--- src/rtl/cmp_pair_sequencer.sv ---
// Sequencer around a multi-cycle L/E/G comparator: takes one operand pair, pulses load,
// waits a fixed latency, captures the flags, hands the result out and tallies outcomes.
module cmp_pair_sequencer #(
  parameter int   WIDTH       = 32,
  parameter int   LATENCY     = 33,
  parameter int   CNT_W       = 16,
  parameter logic SERIAL_MODE = 1'b1
) (
  input  logic             clk,
  input  logic             rst,
  input  logic             in_valid,
  output logic             in_ready,
  input  logic [WIDTH-1:0] in_a,
  input  logic [WIDTH-1:0] in_b,
  output logic [WIDTH-1:0] cmp_a,
  output logic [WIDTH-1:0] cmp_b,
  output logic             cmp_mode,
  output logic             cmp_load,
  input  logic             cmp_l,
  input  logic             cmp_e,
  input  logic             cmp_g,
  output logic             out_valid,
  input  logic             out_ready,
  output logic             out_l,
  output logic             out_e,
  output logic             out_g,
  output logic             out_err,
  input  logic             cnt_clr,
  output logic [CNT_W-1:0] cnt_l,
  output logic [CNT_W-1:0] cnt_e,
  output logic [CNT_W-1:0] cnt_g,
  output logic             busy
);
  localparam int WCW = $clog2(LATENCY + 1);

  typedef enum logic [2:0] {S_IDLE, S_LOAD, S_WAIT, S_CAPT, S_OUT} state_t;

  state_t         state;
  logic [WCW-1:0] wcnt;
  logic           onehot;

  assign cmp_mode = SERIAL_MODE;
  assign onehot   = ({cmp_l, cmp_e, cmp_g} == 3'b100) ||
                    ({cmp_l, cmp_e, cmp_g} == 3'b010) ||
                    ({cmp_l, cmp_e, cmp_g} == 3'b001);

  always_ff @(posedge clk or posedge rst) begin
    if (rst) begin
      state     <= S_IDLE;
      in_ready  <= 1'b1;
      busy      <= 1'b0;
      cmp_load  <= 1'b0;
      cmp_a     <= '0;
      cmp_b     <= '0;
      wcnt      <= '0;
      out_valid <= 1'b0;
      out_l     <= 1'b0;
      out_e     <= 1'b0;
      out_g     <= 1'b0;
      out_err   <= 1'b0;
      cnt_l     <= '0;
      cnt_e     <= '0;
      cnt_g     <= '0;
    end else begin
      cmp_load <= 1'b0;
      case (state)
        S_IDLE: if (in_valid && in_ready) begin
          cmp_a    <= in_a;
          cmp_b    <= in_b;
          cmp_load <= 1'b1;  // high for exactly the LOAD cycle
          in_ready <= 1'b0;
          busy     <= 1'b1;
          state    <= S_LOAD;
        end
        S_LOAD: begin
          wcnt  <= WCW'(LATENCY - 1);
          state <= S_WAIT;
        end
        S_WAIT: begin
          if (wcnt == '0) state <= S_CAPT;
          else            wcnt  <= wcnt - WCW'(1);
        end
        S_CAPT: begin
          out_l     <= cmp_l;
          out_e     <= cmp_e;
          out_g     <= cmp_g;
          out_err   <= !onehot;
          out_valid <= 1'b1;
          state     <= S_OUT;
        end
        S_OUT: if (out_ready) begin
          out_valid <= 1'b0;
          in_ready  <= 1'b1;
          busy      <= 1'b0;
          state     <= S_IDLE;
        end
        default: state <= S_IDLE;
      endcase

      // Clear beats a same-cycle capture increment; tallies stick at all-ones.
      if (cnt_clr) begin
        cnt_l <= '0;
        cnt_e <= '0;
        cnt_g <= '0;
      end else if (state == S_CAPT && onehot) begin
        if (cmp_l && cnt_l != '1) cnt_l <= cnt_l + CNT_W'(1);
        if (cmp_e && cnt_e != '1) cnt_e <= cnt_e + CNT_W'(1);
        if (cmp_g && cnt_g != '1) cnt_g <= cnt_g + CNT_W'(1);
      end
    end
  end
endmodule

--- config.mk ---
export PLATFORM = sky130hd
export DESIGN_NAME = cmp_pair_sequencer
export DESIGN_NICKNAME = d
export VERILOG_FILES = /design/src/rtl/cmp_pair_sequencer.sv
export SDC_FILE = /design/constraint.sdc
export NUM_CORES = 1
export LEC_CHECK = 0
export ABC_AREA = 1
export CAP_MARGIN = 20
export CELL_PAD_IN_SITES_DETAIL_PLACEMENT = 1
export CELL_PAD_IN_SITES_GLOBAL_PLACEMENT = 2
export CORE_UTILIZATION = 26
export DETAILED_ROUTE_END_ITERATION = 8
export PLACE_DENSITY_LB_ADDON = 0.3
export SLEW_MARGIN = 10
export SYNTH_ARGS = -nofsm -noshare
export SYNTH_HDL_FRONTEND = slang
export SYNTH_SLANG_ARGS = --single-unit
--- constraint.sdc ---
create_clock -name clk -period 5.5 [get_ports clk]
set_input_delay 1.1 -clock clk [delete_from_list [all_inputs] [get_ports clk]]
set_output_delay 1.1 -clock clk [all_outputs]
set_load 0.02 [all_outputs]
* After elaboration in Yosys (flattened, before gate mapping) *
Cells that the tools add are included.

word-level totals
  logic and storage cells = 82
  bits in read-only memories = 0
  memory bits (writable) = 0
  input port bits = 72
  memories kept = 0
  bits in latches = 0
  flip-flop bits (word level) = 129

operators by class
  multiply operators = 0
  shifts and indexed selects = 0
  order comparisons = 0
  div/mod/pow operators = 0
  eq/ne operators = 14
  bitwise logic cells = 0
  mux-type cells = 24
  reductions and logical operators = 25
  add/sub/neg operators = 4

operators with widths
  cell                                                 count
  two-way mux 16 bit                                   9
  adder 16 x 1 -> 16 bit, second input constant        3
  != test 16 bit, second input constant                3
  case mux 3 bit (5 select lines)                      1
  nonzero test 2 bit                                   7
  case mux 6 bit (2 select lines)                      1
  AND reduction 2 bit                                  6
  equality test 3 x 2 -> 1 bit, second input constant  3
  two-way mux 3 bit                                    3
  != test 2 bit, second input constant                 4
  equality test 3 x 1 -> 1 bit, second input constant  2
  equality test 3 bit, second input constant           2
  logical NOT 6 bit                                    1
  two-way mux 1 bit                                    6
  two-way mux 6 bit                                    1
  case mux 1 bit (2 select lines)                      3
  AND reduction 3 bit                                  2
  subtractor 6 x 1 -> 6 bit, second input constant     1
  logical AND 1 bit                                    5
  logical NOT 3 bit                                    1
  logical OR 1 bit                                     2
  logical NOT 1 bit                                    1

* Logic depth before layout (Yosys ltp) *
Gate-level depths: netlist (run 1).

  depth in word-level cells = 6
  depth in mapped cells = 9
  depth with buffers taken out = 9

* Worst setup path before layout (run 1) *
Ideal clock, no wire load.

  path kind = input to register
  start = in cnt_clr
  end = reg cnt_e[2]
  arrival time = 1.937 ns
  library setup time = 0.066 ns
  setup slack = 3.497 ns
  cell stages on the path = 6
  data required time = 5.434 ns
  buffers on the path = 3
  path through = buf_2 inv_1 buf_2 buf_1 nand3_1 nand2_1

between the ends
  word-level cells in the longest chain between the ends = 2
  elaborated cells on any way between the ends = 4

ends and longest elaborated chain
  what                           RTL line  RTL
  start, declared                28        input logic cnt_clr,
  nonzero test 2 bit (no line)   --
  AND reduction 2 bit (no line)  --
  end signal, assigned           107       if (cmp_e && cnt_e != '1) cnt_e <= cnt_e + CNT_W'(1);
  end, declared                  30        output logic [CNT_W-1:0] cnt_e,

Parallel ways exist; a longest one is shown, timed or not.
A chain may end at the register's enable or synchronous reset.

* Final worst setup path (run 1) *
  start = in cnt_clr
  end = reg cnt_l[0]

between the ends
  word-level cells in the longest chain between the ends = 2
  elaborated cells on any way between the ends = 4

ends and longest elaborated chain
  what                           RTL line  RTL
  nonzero test 2 bit (no line)   --
  AND reduction 2 bit (no line)  --
  end signal, assigned           106       if (cmp_l && cnt_l != '1) cnt_l <= cnt_l + CNT_W'(1);
  end, declared                  29        output logic [CNT_W-1:0] cnt_l,

Parallel ways exist; a longest one is shown, timed or not.

==> reports/metrics.csv, run 1 <==
stage,metric,value,unit
status,status,"complete, no violations",
synth,ys_ff_latch,129,
clock_network,cts_buffers,17,
timing,grt_setup_unrepaired,false,
cells_and_area,drive_above_1_share,5.349,%
clock_network,htreeDepth,4,
synth,synth.top_cell.area_share,49.38,%
worst_setup_path,crit_path_start_kind,primary input,
global_routing,overflow,0,
synth,synthCells,848,
clock_network,clockBufferDepth,2,
drt,wl_per_cell,14.49,um
clock_network,cts.reportedPaths.clkPinSlew,0.06,ns
clock_network,cts_root_buffer,clkbuf_16,
global_routing,grt_max_degree,97,
synth,synth.largest_area_cell,dfrtp_1,
clock_network,hold_buffers,0,
timing,setup_tns,0,ns
synth,synth.area.mux_share,0,%
timing,period_minus_slack,2.699,ns
synth,synth-simple-area-share,37.56,%
timing,timing.fmax,0.3705,GHz
clock_network,clkSinkCount,129,
floorplan,initial_core_util,26.59,%
synth,synth_ff_type,dfrtp_1,
pwr,peakVddDrop,0.1969,mV
timing,relSlewSlack,39.46,%
global_routing,antenna_found_initial,1,
timing,hold_viol,0,
drt,via_per_inst,4.435,
drt,ant_nets,0,
floorplan,rows,57,
worst_setup_path,critPathKind,primary input to register,
synth,synth-compound-area-share,1.910,%
clock_network,cts_tree,built,
synth,syn_nets,925,
drt,wl,19880,um
global_routing,grt_pass1_wl,33250,um
worst_hold_path,hold_path.class,register to register,
floorplan,die_w,159.9,um
placement,dp_cells,1339,
floorplan,die_area,25580,um^2
placement,place_congestion,0.7322,
drt,vias,6085,
cells_and_area,finalNonFillerCells,1372,
floorplan,io_pins,193,
floorplan,coreArea,24390,um^2
synth,ys_top_cells_by_area,"dfrtp_1 49%, nand2_1 22%, nand3_1 7.7%",
worst_setup_path,required,5.85,ns
global_routing,track_usage,16.26,%
cells_and_area,fill_cells,2961,
worst_setup_path,cp-end-kind,register,
timing,skew,0.01008,ns
pwr,power.leakage,0.004506,uW
synth,synth_area_per_cell,7.649,um^2
drt,drt-pass1-iter-count,4,
timing,finalCritPeriodShare,49.07,%
synth,synth.most_common_cell,nand2_1,
pwr,power,3963,uW
synth,synthXorXnorAreaFrac,2.566,%
global_routing,grt_pass1_vias,6240,
timing,setup_viol,0,
worst_setup_path,crit_path_top_delay_cell,inv_2,
pwr,power_density,428.2,nW/um^2
clock_network,cts_resized,0,
worst_setup_path,critical_path.top_delay_family,buffers and inverters,
synth,yosys_warnings,0,
synth,netlist_area,6486,um^2
placement,dp_hpwl,13860,um
worst_setup_path,crit_path_max_fanout,42,
synth,synth_top_family_by_area,simple AND/OR/NAND/NOR gates,
cells_and_area,area_growth,42.67,%
timing,slew_viol_final,0,
worst_setup_path,crit_chain,clkdlybuf4s50_1 > inv_2 > buf_4 > nand3_1 > nand2_1,
synth,yosysSeqAreaShare,49.79,%
floorplan,die_h,159.9,um
worst_setup_path,cp.arrival,3.05,ns
drt,route.detailed.drc,0,
synth,synth_enable_flop_cells,0,
cells_and_area,final_net_count,1111,
synth,ys_async_sr_fraction,100.0,%
worst_setup_path,path_buf_inv,3,
run,maxCapViolCount,0,
clock_network,insertion_delay,0.41,ns
timing,tightest_slew,0.9081,ns
drt,dr.first_iter.drc_count,248,
synth,synth_common_cells,"382 x nand2_1, 128 x dfrtp_1, 100 x nand3_1, 65 x inv_1, 56 x nor2_1",
placement,portBuffers,191,
clock_network,post_cts_buffers,0,
synth,synthAdderAreaFrac,0.9645,%
worst_setup_path,slowest_delay,0.63,ns
synth,synth.distinct_cells,35,
==> sequential cells by signal (all words and copies together) (netlist names) <==
name,count
cmp_a,32
cmp_b,32
cnt_e,16
cnt_g,16
cnt_l,16
wcnt,6
state,3
busy,1
cmp_load,1
in_ready,1
out_e,1
out_err,1
out_g,1
out_l,1
out_valid,1
==> final timing paths <==
path / from / to / slack [ns] / depth (start not counted)
min reg2reg: cmp_a[6]$_DFFE_PP0P_ / cmp_a[6]$_DFFE_PP0P_ / 0.47 / 2
max: cnt_clr / cnt_l[0]$_DFFE_PP0P_ / 2.80 / 5
min: cmp_a[6]$_DFFE_PP0P_ / cmp_a[6]$_DFFE_PP0P_ / 0.47 / 2
min in group asynchronous: rst / cmp_b[22]$_DFFE_PP0P_ / 1.27 / 2
max in group asynchronous: rst / in_ready$_DFFE_PP1P_ / 3.19 / 3
max reg2reg: cnt_g[0]$_DFFE_PP0P_ / cnt_g[8]$_DFFE_PP0P_ / 3.54 / 8
==> worst reg2reg max path: stages, from the launching register on <==
cell and delay (ns):
dfrtp_1 0.42, ha_1 0.23, nand2_1 0.07, nor2_1 0.25
nand4_1 0.15, nand2_2 0.33, nand2_1 0.21, nand2_1 0.13
nand2_1 0.06
==> power by group <==
group / switching (uW) / total (uW) / leakage (uW) / internal [uW]
clock network: 462 / 1190 / 0.000298 / 733
registers: 149 / 1370 / 0.00169 / 1220
logic: 794 / 1400 / 0.00252 / 604
total: 1410 / 3960 / 0.00451 / 2560
==> routing by layer <==
metal  global-route usage, %  vias up  share of wire, %
met4                   3.983        0              0.94
met5                       0        -                 0
met1                   21.26     2925                46
met2                   27.02      122                49
li1                        -     3026                 -
met3                   3.818       12               4.2
==> metrics by stage <==
stage                     utilization [%]  hold slack [ns]  worst slack (ns)  area (um^2)
after floorplan                         -           0.4647            0.9607         6486
after global placement              35.41           0.4539             2.426         8636
after detailed placement            35.41           0.4580             2.358         8636
after CTS                           37.93           0.4743             2.791         9251
after global routing                37.94           0.4930             2.640         9254
final                               37.94           0.4677             2.801         9254
==> cell families (layout without fill, tap and decap cells) <==
group                      count (synthesis)  count (layout)
and+or+nand+nor                          577             577
DFF                                      129             129
buffers and inverters                     96             295
AOI/OAI and AO/OA                         21              21
xor gates and xnor gates                  19              19
adders and majority gates                  5               5
other                                      1               2
==> layout by cell type (no fill, tap or decap), drive strengths merged <==
master,n
nand3b,5
inv,71
xor2,18
clkbuf,18
clkdlybuf4s50,191
bufinv,3
dfstp,1
conb,1
nand2,384
o21ai,17
or2,2
nand3,101
nor3,3
xnor2,1
ha,5
dfrtp,128
nor4,1
clkinvlp,2
nand4,16
buf,4
diode,1
clkinv,6
nor2,65
a21oi,1
o21bai,3
==> cell type report <==
type	count	area, um^2	share of cell area, %
Timing Repair Buffer	195	1942	20.98
Multi-Input combinational cell	623	2799	30.25
Clock inverter	14	176.4	1.906
Antenna cell	1	2.502	0.02704
Tap cell	324	405.4	4.381
Inverter	68	260.3	2.812
Sequential cell	129	3229	34.90
Clock buffer	18	439.2	4.746
Note: power is estimated with default switching activity, not from simulation.
==> run 2, diff against run 1 <==
Settings changed: CORE_UTILIZATION 26 to 24.
Clock period 5.5 ns to 2.4 ns, I/O delays scaled along.
==> reports/metrics.csv, run 2 (synthesized netlist as in run 1, its figures left out) <==
stage,metric,value,unit
status,status,"finished, violations left",
status,violations,DRC,
cells_and_area,final_net_count,1118,
timing,setup_viol,0,
drt,ant_nets,0,
worst_setup_path,required,1.92,ns
clock_network,cts_buffers,17,
timing,finalCritPeriodShare,86.44,%
drt,wl_per_cell,14.91,um
pwr,peakVddDrop,0.4043,mV
worst_setup_path,slowest_delay,0.63,ns
placement,place_congestion,0.7572,
clock_network,hold_buffers,0,
placement,placed_area,8763,um^2
placement,dp_hpwl,14480,um
floorplan,coreArea,26280,um^2
cells_and_area,final_common_cell,nand2_1,
pwr,power_density,971.7,nW/um^2
clock_network,post_cts_buffers,0,
global_routing,grt_pass1_wl,34200,um
timing,hold_viol,0,
drt,wl,20710,um
floorplan,die_h,166.4,um
worst_setup_path,critical_path.top_delay_family,buffers and inverters,
clock_network,cts.reportedPaths.clkPinSlew,0.07,ns
worst_setup_path,path_depth,1,
worst_setup_path,cp.arrival,1.59,ns
drt,dr.first_iter.drc_count,356,
cells_and_area,area_growth,44.27,%
floorplan,rows,59,
timing,setup_tns,0,ns
pwr,power.leakage,0.004550,uW
clock_network,htreeDepth,4,
clock_network,cts_tree,built,
worst_setup_path,crit_path_top_delay_cell,clkdlybuf4s50_1,
cells_and_area,seqCellArea,3229,um^2
global_routing,grt_max_degree,69,
worst_setup_path,path_buf_inv,1,
worst_hold_path,timing.hold.worst_path_depth,2,
floorplan,io_pins,193,
floorplan,initial_core_util,24.68,%
global_routing,track_usage,15.53,%
timing,slew_viol_final,0,
worst_setup_path,cp-end-kind,output pin,
cells_and_area,mostFrequentLayoutCells,"382 x nand2_1, 191 x clkdlybuf4s50_1, 128 x dfrtp_1, 100 x nand3_1, 63 x inv_1",
floorplan,die_w,166.4,um
global_routing,overflow,0,
floorplan,die_area,27690,um^2
cells_and_area,post-route-cell-area,9358,um^2
drt,vias,6057,
worst_setup_path,crit_chain,clkdlybuf4s50_1,
cells_and_area,drive_above_1_share,5.977,%
clock_network,clkSinkCount,129,
cells_and_area,multiInputGateArea,2799,um^2
cells_and_area,fill_cells,3148,
global_routing,grt_pass1_vias,6115,
drt,route.detailed.drc,15,
clock_network,cts_resized,0,
run,maxCapViolCount,0,
timing,period_minus_slack,2.075,ns
worst_setup_path,reg2reg_depth,7,
cells_and_area,antenna_cells,0,
cells_and_area,top_regs,"cmp_a x32, cmp_b x32",
clock_network,insertion_delay,0.43,ns
worst_hold_path,hold_path.class,register to register,
worst_setup_path,crit_path_start_kind,register,
placement,portBuffers,191,
timing,grt_setup_unrepaired,false,
clock_network,cts_root_buffer,clkbuf_16,
worst_setup_path,crit_path_max_fanout,3,
timing,timing.fmax,0.4820,GHz
drt,via_per_inst,4.361,
global_routing,antenna_found_initial,0,
timing,skew,0.01077,ns
clock_network,clockBufferDepth,2,
drt,drt-pass1-iter-count,6,
worst_setup_path,critPathKind,register to output pin,
run 2: layer usage:
metal / track usage (%) / routed length (um) / vias up
met1: 20.29 / 9724 / 2892
met2: 25.89 / 9927 / 115
met3: 3.170 / 867 / 12
met4: 4.348 / 187 / 0
met5: 0 / 0 / -
li1: - / - / 3038
run 2: path summary, 6_finish.rpt:
path / from / slack (ns) / to
worst max-delay path: in_ready$_DFFE_PP1P_ / 0.33 / in_ready
worst min-delay path: in_ready$_DFFE_PP1P_ / 0.47 / in_ready$_DFFE_PP1P_
worst max register to register: cnt_l[0]$_DFFE_PP0P_ / 0.57 / cnt_l[7]$_DFFE_PP0P_
worst min register to register: in_ready$_DFFE_PP1P_ / 0.47 / in_ready$_DFFE_PP1P_
max in group asynchronous: rst / 1.50 / cnt_e[8]$_DFFE_PP0P_
min in group asynchronous: rst / 0.55 / cmp_b[29]$_DFFE_PP0P_
run 2: where the power goes:
group	internal, uW	total (uW)	switching, uW
Combinational	1420	3260	1840
Clock	1560	2700	1140
Sequential	2790	3130	339
Total	5780	9090	3320
run 2: final cells by class:
type | count | share of cell area [%]
clock buffers | 17 | 4.546
clock inverters | 15 | 1.805
inverters | 68 | 2.768
multi-input cells | 623 | 29.91
flip-flops and latches | 129 | 34.51
well taps | 335 | 4.479
repair buffers | 202 | 21.98
run 2: per-stage QoR:
stage	power [uW]	hold slack [ns]	util (%)	setup WS (ns)	cells
detailed placement	6494	0.4579	33.35	0.1853	1357
finish	9093	0.4705	35.61	0.3253	1389
global placement	6445	0.4523	33.35	0.2504	1357
floorplan	4882	0.4647	-	0.3256	848
CTS	9273	0.4745	35.61	0.2880	1389
global route	9665	0.4889	35.61	0.2626	1389
==> run 3, diff against run 2 <==
Settings changed: ABC_AREA 1 to not set, CORE_UTILIZATION 24 to 26.
==> reports/metrics.csv, run 3 <==
stage,metric,value,unit
cells_and_area,final_net_count,825,
synth,netlist_area,6020,um^2
pwr,power_density,912.8,nW/um^2
worst_setup_path,critPathKind,primary input to register,
clock_network,cts_resized,0,
worst_setup_path,critPathLaunch,cmp_g,
synth,synth.distinct_cells,51,
pwr,seq_power_share,37.1,%
cells_and_area,drive_above_1_share,19.84,%
clock_network,post_cts_buffers,0,
worst_setup_path,slowest_delay,0.51,ns
timing,finalCritPeriodShare,90.89,%
global_routing,grt_pass1_wl,31030,um
placement,place_ws,-0.2405,ns
timing,relSlewSlack,52.88,%
global_routing,antenna_found_initial,0,
worst_setup_path,cp.arrival,2.52,ns
worst_hold_path,timing.hold.worst_path_depth,2,
worst_setup_path,reg2reg_setup_slack,0.34,ns
worst_setup_path,crit_path_top_delay_cell,or4_1,
timing,layout_setup_ws,0.2187,ns
cells_and_area,mostFrequentLayoutCells,"190 x clkdlybuf4s50_1, 128 x dfrtp_1, 74 x mux2_2, 38 x a21oi_1, 28 x buf_4",
synth,ys_top_cells_by_area,"dfrtp_1 53%, mux2_2 14%, a21oi_1 3.2%",
drt,route.detailed.drc,0,
worst_hold_path,hold_path.class,primary input to register,
placement,place_congestion,0.7654,
timing,hold_viol,0,
pwr,power.leakage,0.003630,uW
worst_setup_path,critical_path.top_delay_family,simple AND/OR/NAND/NOR gates,
worst_setup_path,cp-end-kind,register,
clock_network,cts.reportedPaths.clkPinSlew,0.06,ns
placement,placed_area,8467,um^2
worst_setup_path,path_depth,6,
synth,yosysSeqAreaShare,53.65,%
drt,drt-pass1-iter-count,4,
timing,setup_viol,0,
synth,ys_ff_latch,129,
cells_and_area,top_regs,"cmp_a x32, cmp_b x32",
floorplan,die_h,154.2,um
cells_and_area,post-route-cell-area,9062,um^2
synth,synth_common_cells,"128 x dfrtp_1, 74 x mux2_2, 38 x a21oi_1, 26 x nand2_1, 26 x nor2_1",
clock_network,clkSinkCount,129,
floorplan,initial_core_util,26.59,%
timing,skew,0.01034,ns
placement,portBuffers,191,
worst_setup_path,path_buf_inv,2,
timing,tightest_slew,0.7010,ns
pwr,power.switching,2780,uW
worst_setup_path,regToRegEndpoint,cnt_l[11]$_DFFE_PP0P_,
timing,grt_setup_unrepaired,false,
global_routing,grt_max_degree,67,
global_routing,overflow,0,
timing,period_minus_slack,2.181,ns
floorplan,io_pins,193,
floorplan,die_w,154.2,um
synth,synth.top_cell.area_share,53.21,%
pwr,p_int,5493,uW
cells_and_area,antenna_cells,0,
global_routing,track_usage,16.62,%
clock_network,cts_tree,built,
floorplan,die_area,23760,um^2
floorplan,coreArea,22640,um^2
synth,synth.most_common_cell,dfrtp_1,
drt,wl,18880,um
timing,fin_hold_ws,0.4360,ns
pwr,swShare,33.60,%
drt,dr.first_iter.drc_count,146,
synth,synth.largest_area_cell,dfrtp_1,
synth,synth_ff_type,dfrtp_1,
clock_network,clockBufferDepth,2,
placement,dp_hpwl,13510,um
worst_setup_path,crit_chain,clkdlybuf4s50_1 > or2_1 > or2_1 > buf_12 > or4_1 > a21oi_1,
clock_network,hold_buffers,0,
drt,ant_nets,0,
worst_setup_path,r2r_start,cnt_l[0]$_DFFE_PP0P_,
clock_network,htreeDepth,4,
cells_and_area,final_common_cell,clkdlybuf4s50_1,
clock_network,cts_root_buffer,clkbuf_16,
pwr,peakVddDrop,0.4842,mV
worst_setup_path,crit_path_start_kind,primary input,
drt,via_per_inst,5.024,
status,status,"complete, no violations",
worst_setup_path,required,2.74,ns
synth,ys_async_sr_fraction,100.0,%
synth,synth_area_per_cell,11.36,um^2
synth,yosys_warnings,0,
drt,wl_per_cell,18.05,um
synth,synthCells,530,
pwr,power_frac_clock,30.8,%
clock_network,insertion_delay,0.42,ns
global_routing,grt_pass1_vias,5810,
worst_setup_path,crit_path_max_fanout,14,
pwr,pwr-share-comb,32.1,%
timing,slew_viol_final,0,
clock_network,cts_buffers,17,
run,maxCapViolCount,0,
synth,synth_enable_flop_cells,0,
cells_and_area,area_growth,50.55,%
cells_and_area,fill_cells,2479,
drt,vias,5255,
timing,timing.fmax,0.4584,GHz
worst_setup_path,path_common_cell,or2_1,
worst_setup_path,crit_end,cnt_l[4]$_DFFE_PP0P_,
floorplan,rows,55,
worst_setup_path,reg2reg_depth,6,
synth,syn_nets,607,
[run 3: changes by cell type after synthesis, sizes merged, moves of 11 or more]
| cell | previous run | this run |
|---|---|---|
| xor2 | 18 | 3 |
| nor2 | 65 | 26 |
| a21oi | 1 | 38 |
| or3 | 0 | 14 |
| or4 | 0 | 18 |
| nand3 | 101 | 20 |
| mux2 | 0 | 74 |
| nand2 | 384 | 26 |
| nor3 | 3 | 16 |
| buf | 25 | 14 |
| o31ai | 0 | 19 |
| inv | 66 | 8 |
[run 3: final cells by class]
type	instances	area, um^2	share of cell area, %
Sequential cell	129	3229	35.63
Multi-Input combinational cell	368	2650	29.24
Timing Repair Buffer	224	2217	24.47
Clock buffer	17	425.4	4.694
Tap cell	285	356.6	3.935
Clock inverter	15	150.1	1.657
Inverter	8	33.78	0.3728
[run 3: through the flow]
stage | util [%] | TNS, ns | power, uW | cells
finish | 40.03 | 0 | 8272 | 1046
global route | 40.03 | 0 | 8758 | 1046
CTS | 39.94 | 0 | 8419 | 1045
detailed placement | 37.40 | -2.975 | 5771 | 1013
global placement | 37.40 | -1.435 | 5698 | 1013
floorplan | - | 0 | 4343 | 530
[run 3: worst min-delay path by stage]
stage	start	end	slack (ns)
floorplan	wcnt[5]$_DFFE_PP0P_	wcnt[5]$_DFFE_PP0P_	0.48
global placement	busy$_DFFE_PP0P_	busy$_DFFE_PP0P_	0.47
detailed placement	busy$_DFFE_PP0P_	busy$_DFFE_PP0P_	0.47
CTS	busy$_DFFE_PP0P_	busy$_DFFE_PP0P_	0.49
global route	cnt_clr	cnt_l[3]$_DFFE_PP0P_	0.45
finish	cnt_clr	cnt_l[5]$_DFFE_PP0P_	0.44
[run 3: power by group through the flow]
stage / Combinational (uW) / Sequential, uW / Clock (uW)
after CTS: 2680 / 3080 / 2650
after global placement: 2630 / 3060 / 0
after floorplan: 702 / 3640 / 0
final: 2650 / 3070 / 2550
after detailed placement: 2670 / 3100 / 0
after global routing: 2860 / 3150 / 2750
[run 3: cells by family after synthesis]
logic type                 share of synthesized area [%]
muxes                                              14.18
and+or+nand+nor                                    18.75
AOI/OAI and AO/OA                                  9.312
DFF                                                53.65
buffers and inverters                              2.432
adders and majority gates                          1.039
other                                            0.06230
xor gates and xnor gates                          0.5821
[run 3: metal layers]
| layer | up-vias | share of wire (%) | GRT usage, % |
|---|---|---|---|
| met4 | 0 | 1.2 | 5.429 |
| met5 | - | 0 | 0 |
| li1 | 2431 | - | - |
| met1 | 2634 | 41 | 18.61 |
| met3 | 19 | 11 | 8.399 |
| met2 | 171 | 47 | 27.36 |
[run 3: worst reg2reg max path: stages, from the launching register on]
cell     delay (ns)
dfrtp_1        0.46
ha_1           0.27
nand4_1        0.23
nor4_2         0.09
buf_4          0.17
nor4_1         0.34
mux2_2         0.38
